==> src/rtl/scan_pkg.sv <==
// Shared types and default addresses for the pattern-count sequencer.
// Message layout: byte 0 is the most-significant byte of the scanned bit string.
package scan_pkg;

  typedef enum logic [2:0] {
    ST_IDLE   = 3'd0,
    ST_RD_PAT = 3'd1,
    ST_SCAN   = 3'd2,
    ST_WR_CTB = 3'd3,
    ST_WR_CTO = 3'd4,
    ST_WR_CTS = 3'd5,
    ST_DONE   = 3'd6
  } scan_state_t;

  localparam int DEF_MSG_BASE = 0;
  localparam int DEF_MSG_LEN  = 32;
  localparam int DEF_PAT_ADDR = 32;
  localparam int DEF_RES_ADDR = 67;

endpackage

==> src/rtl/pat_window_cnt.sv <==
// Counts 5-bit pattern hits in one message byte, plus the windows that straddle the previous byte.
// Latency: purely combinational. Backpressure: none, the caller presents one byte per cycle.
// Crossing hits are suppressed on the first byte because no previous byte exists yet.
module pat_window_cnt (
  input  logic [4:0] pat,
  input  logic [3:0] prev,
  input  logic [7:0] cur,
  input  logic       first,
  output logic [2:0] in_cnt,
  output logic       any_in,
  output logic [2:0] x_cnt
);

  logic [11:0] joined;
  logic [3:0]  in_hit;
  logic [3:0]  x_hit;

  assign joined = {prev, cur};

  assign in_hit[0] = (cur[7:3] == pat);
  assign in_hit[1] = (cur[6:2] == pat);
  assign in_hit[2] = (cur[5:1] == pat);
  assign in_hit[3] = (cur[4:0] == pat);

  assign x_hit[0] = (joined[11:7] == pat);
  assign x_hit[1] = (joined[10:6] == pat);
  assign x_hit[2] = (joined[9:5]  == pat);
  assign x_hit[3] = (joined[8:4]  == pat);

  assign in_cnt = {2'b00, in_hit[0]} + {2'b00, in_hit[1]}
                + {2'b00, in_hit[2]} + {2'b00, in_hit[3]};
  assign any_in = |in_hit;
  assign x_cnt  = first ? 3'd0
                        : ({2'b00, x_hit[0]} + {2'b00, x_hit[1]}
                         + {2'b00, x_hit[2]} + {2'b00, x_hit[3]});

endmodule

==> src/rtl/pattern_scan_ctrl.sv <==
// Sequencer that owns the data-memory port while counting pattern hits and writing three results.
// Latency: 36 cycles from accepted start to done. Backpressure: start is ignored while busy.
// The memory port is decoded from the state register, so the address is valid in the same cycle as rdata.
module pattern_scan_ctrl
  import scan_pkg::*;
#(
  parameter int MSG_BASE = DEF_MSG_BASE,
  parameter int MSG_LEN  = DEF_MSG_LEN,
  parameter int PAT_ADDR = DEF_PAT_ADDR,
  parameter int RES_ADDR = DEF_RES_ADDR
) (
  input  logic       clk,
  input  logic       reset,
  input  logic       start,
  output logic       done,
  output logic       busy,
  output logic [7:0] mem_addr,
  input  logic [7:0] mem_rdata,
  output logic       mem_we,
  output logic [7:0] mem_wdata
);

  localparam logic [7:0] MSG_BASE_B = 8'(MSG_BASE);
  localparam logic [7:0] PAT_ADDR_B = 8'(PAT_ADDR);
  localparam logic [7:0] RES_ADDR_B = 8'(RES_ADDR);
  localparam logic [7:0] LAST_IDX   = 8'(MSG_LEN - 1);

  scan_state_t state;
  logic [4:0]  pat;
  logic [3:0]  prev;
  logic [7:0]  idx;
  logic [7:0]  ctb;
  logic [7:0]  cto;
  logic [7:0]  cts;
  logic [2:0]  in_cnt;
  logic [2:0]  x_cnt;
  logic        any_in;

  pat_window_cnt u_win (
    .pat    (pat),
    .prev   (prev),
    .cur    (mem_rdata),
    .first  (idx == 8'd0),
    .in_cnt (in_cnt),
    .any_in (any_in),
    .x_cnt  (x_cnt)
  );

  always_ff @(posedge clk) begin
    if (reset) begin
      state <= ST_IDLE;
      pat   <= '0;
      prev  <= '0;
      idx   <= '0;
      ctb   <= '0;
      cto   <= '0;
      cts   <= '0;
    end else begin
      case (state)
        ST_IDLE, ST_DONE: begin
          if (start) begin
            state <= ST_RD_PAT;
            idx   <= '0;
            ctb   <= '0;
            cto   <= '0;
            cts   <= '0;
          end
        end
        ST_RD_PAT: begin
          pat   <= mem_rdata[7:3];
          state <= ST_SCAN;
        end
        ST_SCAN: begin
          ctb  <= ctb + {5'd0, in_cnt};
          cto  <= cto + {7'd0, any_in};
          cts  <= cts + {5'd0, in_cnt} + {5'd0, x_cnt};
          prev <= mem_rdata[3:0];
          if (idx == LAST_IDX) begin
            state <= ST_WR_CTB;
          end else begin
            idx <= idx + 8'd1;
          end
        end
        ST_WR_CTB: state <= ST_WR_CTO;
        ST_WR_CTO: state <= ST_WR_CTS;
        ST_WR_CTS: state <= ST_DONE;
        default:   state <= ST_IDLE;
      endcase
    end
  end

  // Idle and done leave the port at all-zero so the top-level mux sees a quiet bus.
  always_comb begin
    mem_addr  = 8'd0;
    mem_we    = 1'b0;
    mem_wdata = 8'd0;
    case (state)
      ST_RD_PAT: mem_addr = PAT_ADDR_B;
      ST_SCAN:   mem_addr = MSG_BASE_B + idx;
      ST_WR_CTB: begin
        mem_addr  = RES_ADDR_B;
        mem_we    = 1'b1;
        mem_wdata = ctb;
      end
      ST_WR_CTO: begin
        mem_addr  = RES_ADDR_B + 8'd1;
        mem_we    = 1'b1;
        mem_wdata = cto;
      end
      ST_WR_CTS: begin
        mem_addr  = RES_ADDR_B + 8'd2;
        mem_we    = 1'b1;
        mem_wdata = cts;
      end
      default: ;
    endcase
  end

  assign busy = (state != ST_IDLE) && (state != ST_DONE);
  assign done = (state == ST_DONE);

endmodule

==> config.mk <==
export PLATFORM = sky130hd
export DESIGN_NAME = pattern_scan_ctrl
export DESIGN_NICKNAME = d
export VERILOG_FILES = /design/src/rtl/scan_pkg.sv /design/src/rtl/pat_window_cnt.sv /design/src/rtl/pattern_scan_ctrl.sv
export SDC_FILE = /design/constraint.sdc
export NUM_CORES = 1
export LEC_CHECK = 0
export ABC_AREA = 1
export CORE_AREA = 2 2 81 83
export DETAILED_ROUTE_END_ITERATION = 7
export DIE_AREA = 0 0 83 85
export PLACE_DENSITY = 0.79
export SKIP_LAST_GASP = 1
export SLEW_MARGIN = 25
export SYNTH_ARGS = -nofsm -noshare
export SYNTH_HDL_FRONTEND = slang
export SYNTH_HIERARCHICAL = 1
export SYNTH_SLANG_ARGS = --single-unit
==> constraint.sdc <==
create_clock -name clk -period 5.68 [get_ports clk]
set_input_delay 1.704 -clock clk [delete_from_list [all_inputs] [get_ports clk]]
set_output_delay 1.704 -clock clk [all_outputs]
set_load 0.02 [all_outputs]
==> out/metrics.yaml <==
final_layout:
  layout_area_growth_over_synthesis_pct: 10.1
  final-instance-count-excl-fill: 642
  nFillCells: 580
  num-nets-final: 599
  layout.cells.most_common: "nand2_1"
  layout.cells.most_common_list: "nand2_1 (129), inv_1 (88), nor2_1 (56), dfxtp_1 (44), a21oi_1 (39)"
  post_route_cells_drive_above_1_share: 0.0496
  ant_diodes: 0
worst_setup_path:
  crit_path_cell_trace: "clkdlybuf4s50_1, xor2_1, a21oi_1, nand4_1, fa_1, inv_1, ha_1, ha_1, inv_1, nor2_1, fa_1, ha_1, inv_1, fa_1, inv_1, nand2_1, nand2_1, nand4_1, o21ai_0, a21oi_1"
  critical_path.slowest_cell: "fa_1"
  critPathKind: "input port to register"
  cp_data_required_time_ns: 5.88
  critPathMostFrequentCell: "inv_1"
  critPathMaxStageDelay_ns: 0.56
  ff2ff_setup_slack_ns: 1.60
  timing.critical_path.arrival_ns: 5.63
  path_delay_family: "adder cells"
  startpoint_type: "input port"
  cp_max_fo: 7
  worstPathBufferInverterCount: 5
  timing.critical_path.to_type: "register"
floorplan:
  placementRows: 29
  fp.coreArea_sq_um: 6200
  die_y_um: 85
  die_x_um: 83
  floorplan.io_pins: 30
  initial_utilization: 0.572
  design.die.area_sq_um: 7060
clock_network:
  cts_root_buffer: "clkbuf_8"
  cts-hold-fix-buffers: 0
  cts_setup_buffers: 0
  worstSkewPairLatency_ns: 0.31
  cts.reportedPaths.clkPinSlew_ns: 0.09
  post_cts_repair_resize_count: 0
  maximum_buffer_depth_of_the_clock_tree: 2
  clock-sinks: 44
  ctsHtreeMaxLevel: 2
  tritoncts_clock_tree: "done"
  tritoncts.num_buffers: 5
drt:
  antenna_violating_nets_post_route: 0
  finalWirelength_um: 8890
  drt-initial-drc-count: 255
  drt-pass1-iter-count: 5
  routed-via-count: 3509
  route.detailed.wl_per_inst_um: 13.8
  routed_via_density: 5.47
  remaining_drc_errors: 0
power_and_ir_drop:
  sequentialPowerShare: 0.308
  power.share.combinational: 0.515
  post-layout-total-power_w: 0.00142
  peakVddDrop_mv: 0.332
  clock_power_share: 0.176
  p_leak_nw: 1.71
  netsw_w: 0.000680
  power.switching_fraction: 0.478
  cellPowerDensity_nw_per_um2: 365
  power_report.internal_total_w: 0.000744
sta:
  timing.final.crit_share: 0.955
  final-hold-violation-count: 0
  totalNegativeSetupSlack_ns: 0
  setup_viol: 0
  fmaxAchievable_mhz: 184
  rsz0062_at_grt: "no"
  clock_skew_ns: 0.00874
  post-route-min-period_ns: 5.42
  worst_slew_margin_rel: 0.489
  slew_viol_final: 0
  whs_ns: 0.476
  worst_margin_pin_slew_ns: 0.765
global_route:
  grt.overflow.total: 0
  grt_pass1_wl_um: 14900
  grt_use_total: 0.257
  grt_antenna_before_repair: 0
  largest_net_degree_at_the_start_of_global_routing: 37
  first_global_vias: 3316
placed_design:
  routabilityCongestion: 0.962
  detailed_place_hpwl_um: 6330
  place_inst: 634
  io_buffers: 29
synthesis:
  ys_ff_latch: 44
  syn-mean-instance-area_sq_um: 6.47
  netlist_instances: 548
  synthesis.area_sq_um: 3550
  synth_fp_nets: 583
  yosys.cell_types.count: 36
  synth_warnings: 6
  ys_seq_area_frac: 0.248
run:
  max_cap_viol_count: 0
run_status:
  status: "complete, no violations"
hold_path:
  holdCritPathClass: "register to register"
worst register-to-register path, stage by stage (launching register included):
cell and delay, ns:
dfxtp_1 0.67, xor2_1 0.17, a21oi_1 0.19, nand4_1 0.14, fa_1 0.56, inv_1 0.05, ha_1 0.19, ha_1 0.27
inv_1 0.05, nor2_1 0.04, fa_1 0.49, ha_1 0.17, inv_1 0.06, fa_1 0.35, inv_1 0.09, nand2_1 0.05
nand2_1 0.09, nand4_1 0.11, o21ai_0 0.19, a21oi_1 0.06
power by group through the flow:
stage          clock network [W]  logic [W]  registers (W)
4_1_cts                 0.000255   0.000725       0.000437
3_5_place_dp                   0   0.000722       0.000444
3_3_place_gp                   0   0.000698       0.000443
2_1_floorplan                  0   0.000625       0.000383
6_report                0.000251   0.000734       0.000439
5_1_grt                 0.000264   0.000819       0.000448
through the flow:
| stage | util | setup slack, ns | area (sq um) |
|---|---|---|---|
| after global placement | 0.612 | 0.100 | 3800 |
| final | 0.630 | 0.257 | 3910 |
| after detailed placement | 0.612 | -0.0362 | 3800 |
| after CTS | 0.630 | 0.303 | 3910 |
| after floorplan | - | 0.729 | 3550 |
| after global routing | 0.630 | 0.0388 | 3910 |
synth_stat cells:
library cell / n / area [sq um]
nand2_1: 129 / 484
inv_1: 88 / 330
nor2_1: 56 / 210
dfxtp_1: 44 / 881
a21oi_1: 39 / 195
o21ai_0: 36 / 180
nand3_1: 32 / 160
xnor2_1: 18 / 158
ha_1: 17 / 213
xor2_1: 9 / 78.8
nand4_1: 8 / 50.1
nor3_1: 8 / 40.0
fa_1: 7 / 140
o22ai_1: 7 / 43.8
buf_2: 6 / 30.0
buf_6: 6 / 67.6
nand2_2: 6 / 37.5
buf_4: 5 / 37.5
clkbuf_1: 5 / 18.8
inv_2: 3 / 11.3
nand2_4: 2 / 22.5
nor2_8: 2 / 40.0
or2_0: 2 / 12.5
a211oi_1: 1 / 7.51
a31oi_1: 1 / 6.26
buf_1: 1 / 3.75
inv_4: 1 / 6.26
inv_6: 1 / 8.76
nand2b_1: 1 / 6.26
nand3_2: 1 / 10.0
nand3_4: 1 / 17.5
nand3b_1: 1 / 7.51
nor3_2: 1 / 10.0
o21a_1: 1 / 7.51
o31ai_1: 1 / 7.51
or2_1: 1 / 6.26
sequential cells by signal (all words and copies together) (netlist names):
register / count
ctb: 8
cto: 8
cts: 8
idx: 8
pat: 5
prev: 4
state: 3
layout make-up:
cell class | instances | area, sq um | share of cell area
Multi-Input combinational cell | 388 | 2150 | 0.551
Sequential cell | 44 | 881 | 0.225
Inverter | 93 | 357 | 0.0913
Timing Repair Buffer | 32 | 313 | 0.0801
Tap cell | 77 | 96.3 | 0.0247
Clock buffer | 6 | 72.6 | 0.0186
Clock inverter | 2 | 35.0 | 0.00897
cell families after synthesis:
kind of cell / Yosys count / synth area share
buf+inv: 116 / 0.145
compound gates: 86 / 0.126
xor+xnor: 27 / 0.0667
fa+ha+maj: 24 / 0.0995
simple gates: 251 / 0.314
flops: 44 / 0.248
layer usage:
metal | global-route usage | vias to the layer above | share of wire
met4 | 0.113 | 0 | 0.026
met2 | 0.432 | 134 | 0.47
met1 | 0.333 | 1606 | 0.45
met3 | 0.0311 | 27 | 0.059
li1 | - | 1742 | -
met5 | 0 | - | 0
final timing paths:
check,depth (start not counted),from,endpoint
hold / removal,2,cts[0],cts[0]
hold reg to reg,2,cts[0],cts[0]
setup reg to reg,19,pat[0],cts[7]
setup / recovery,20,mem_rdata[7],cts[7]
No activity file was read; power rests on OpenSTA's default activity.
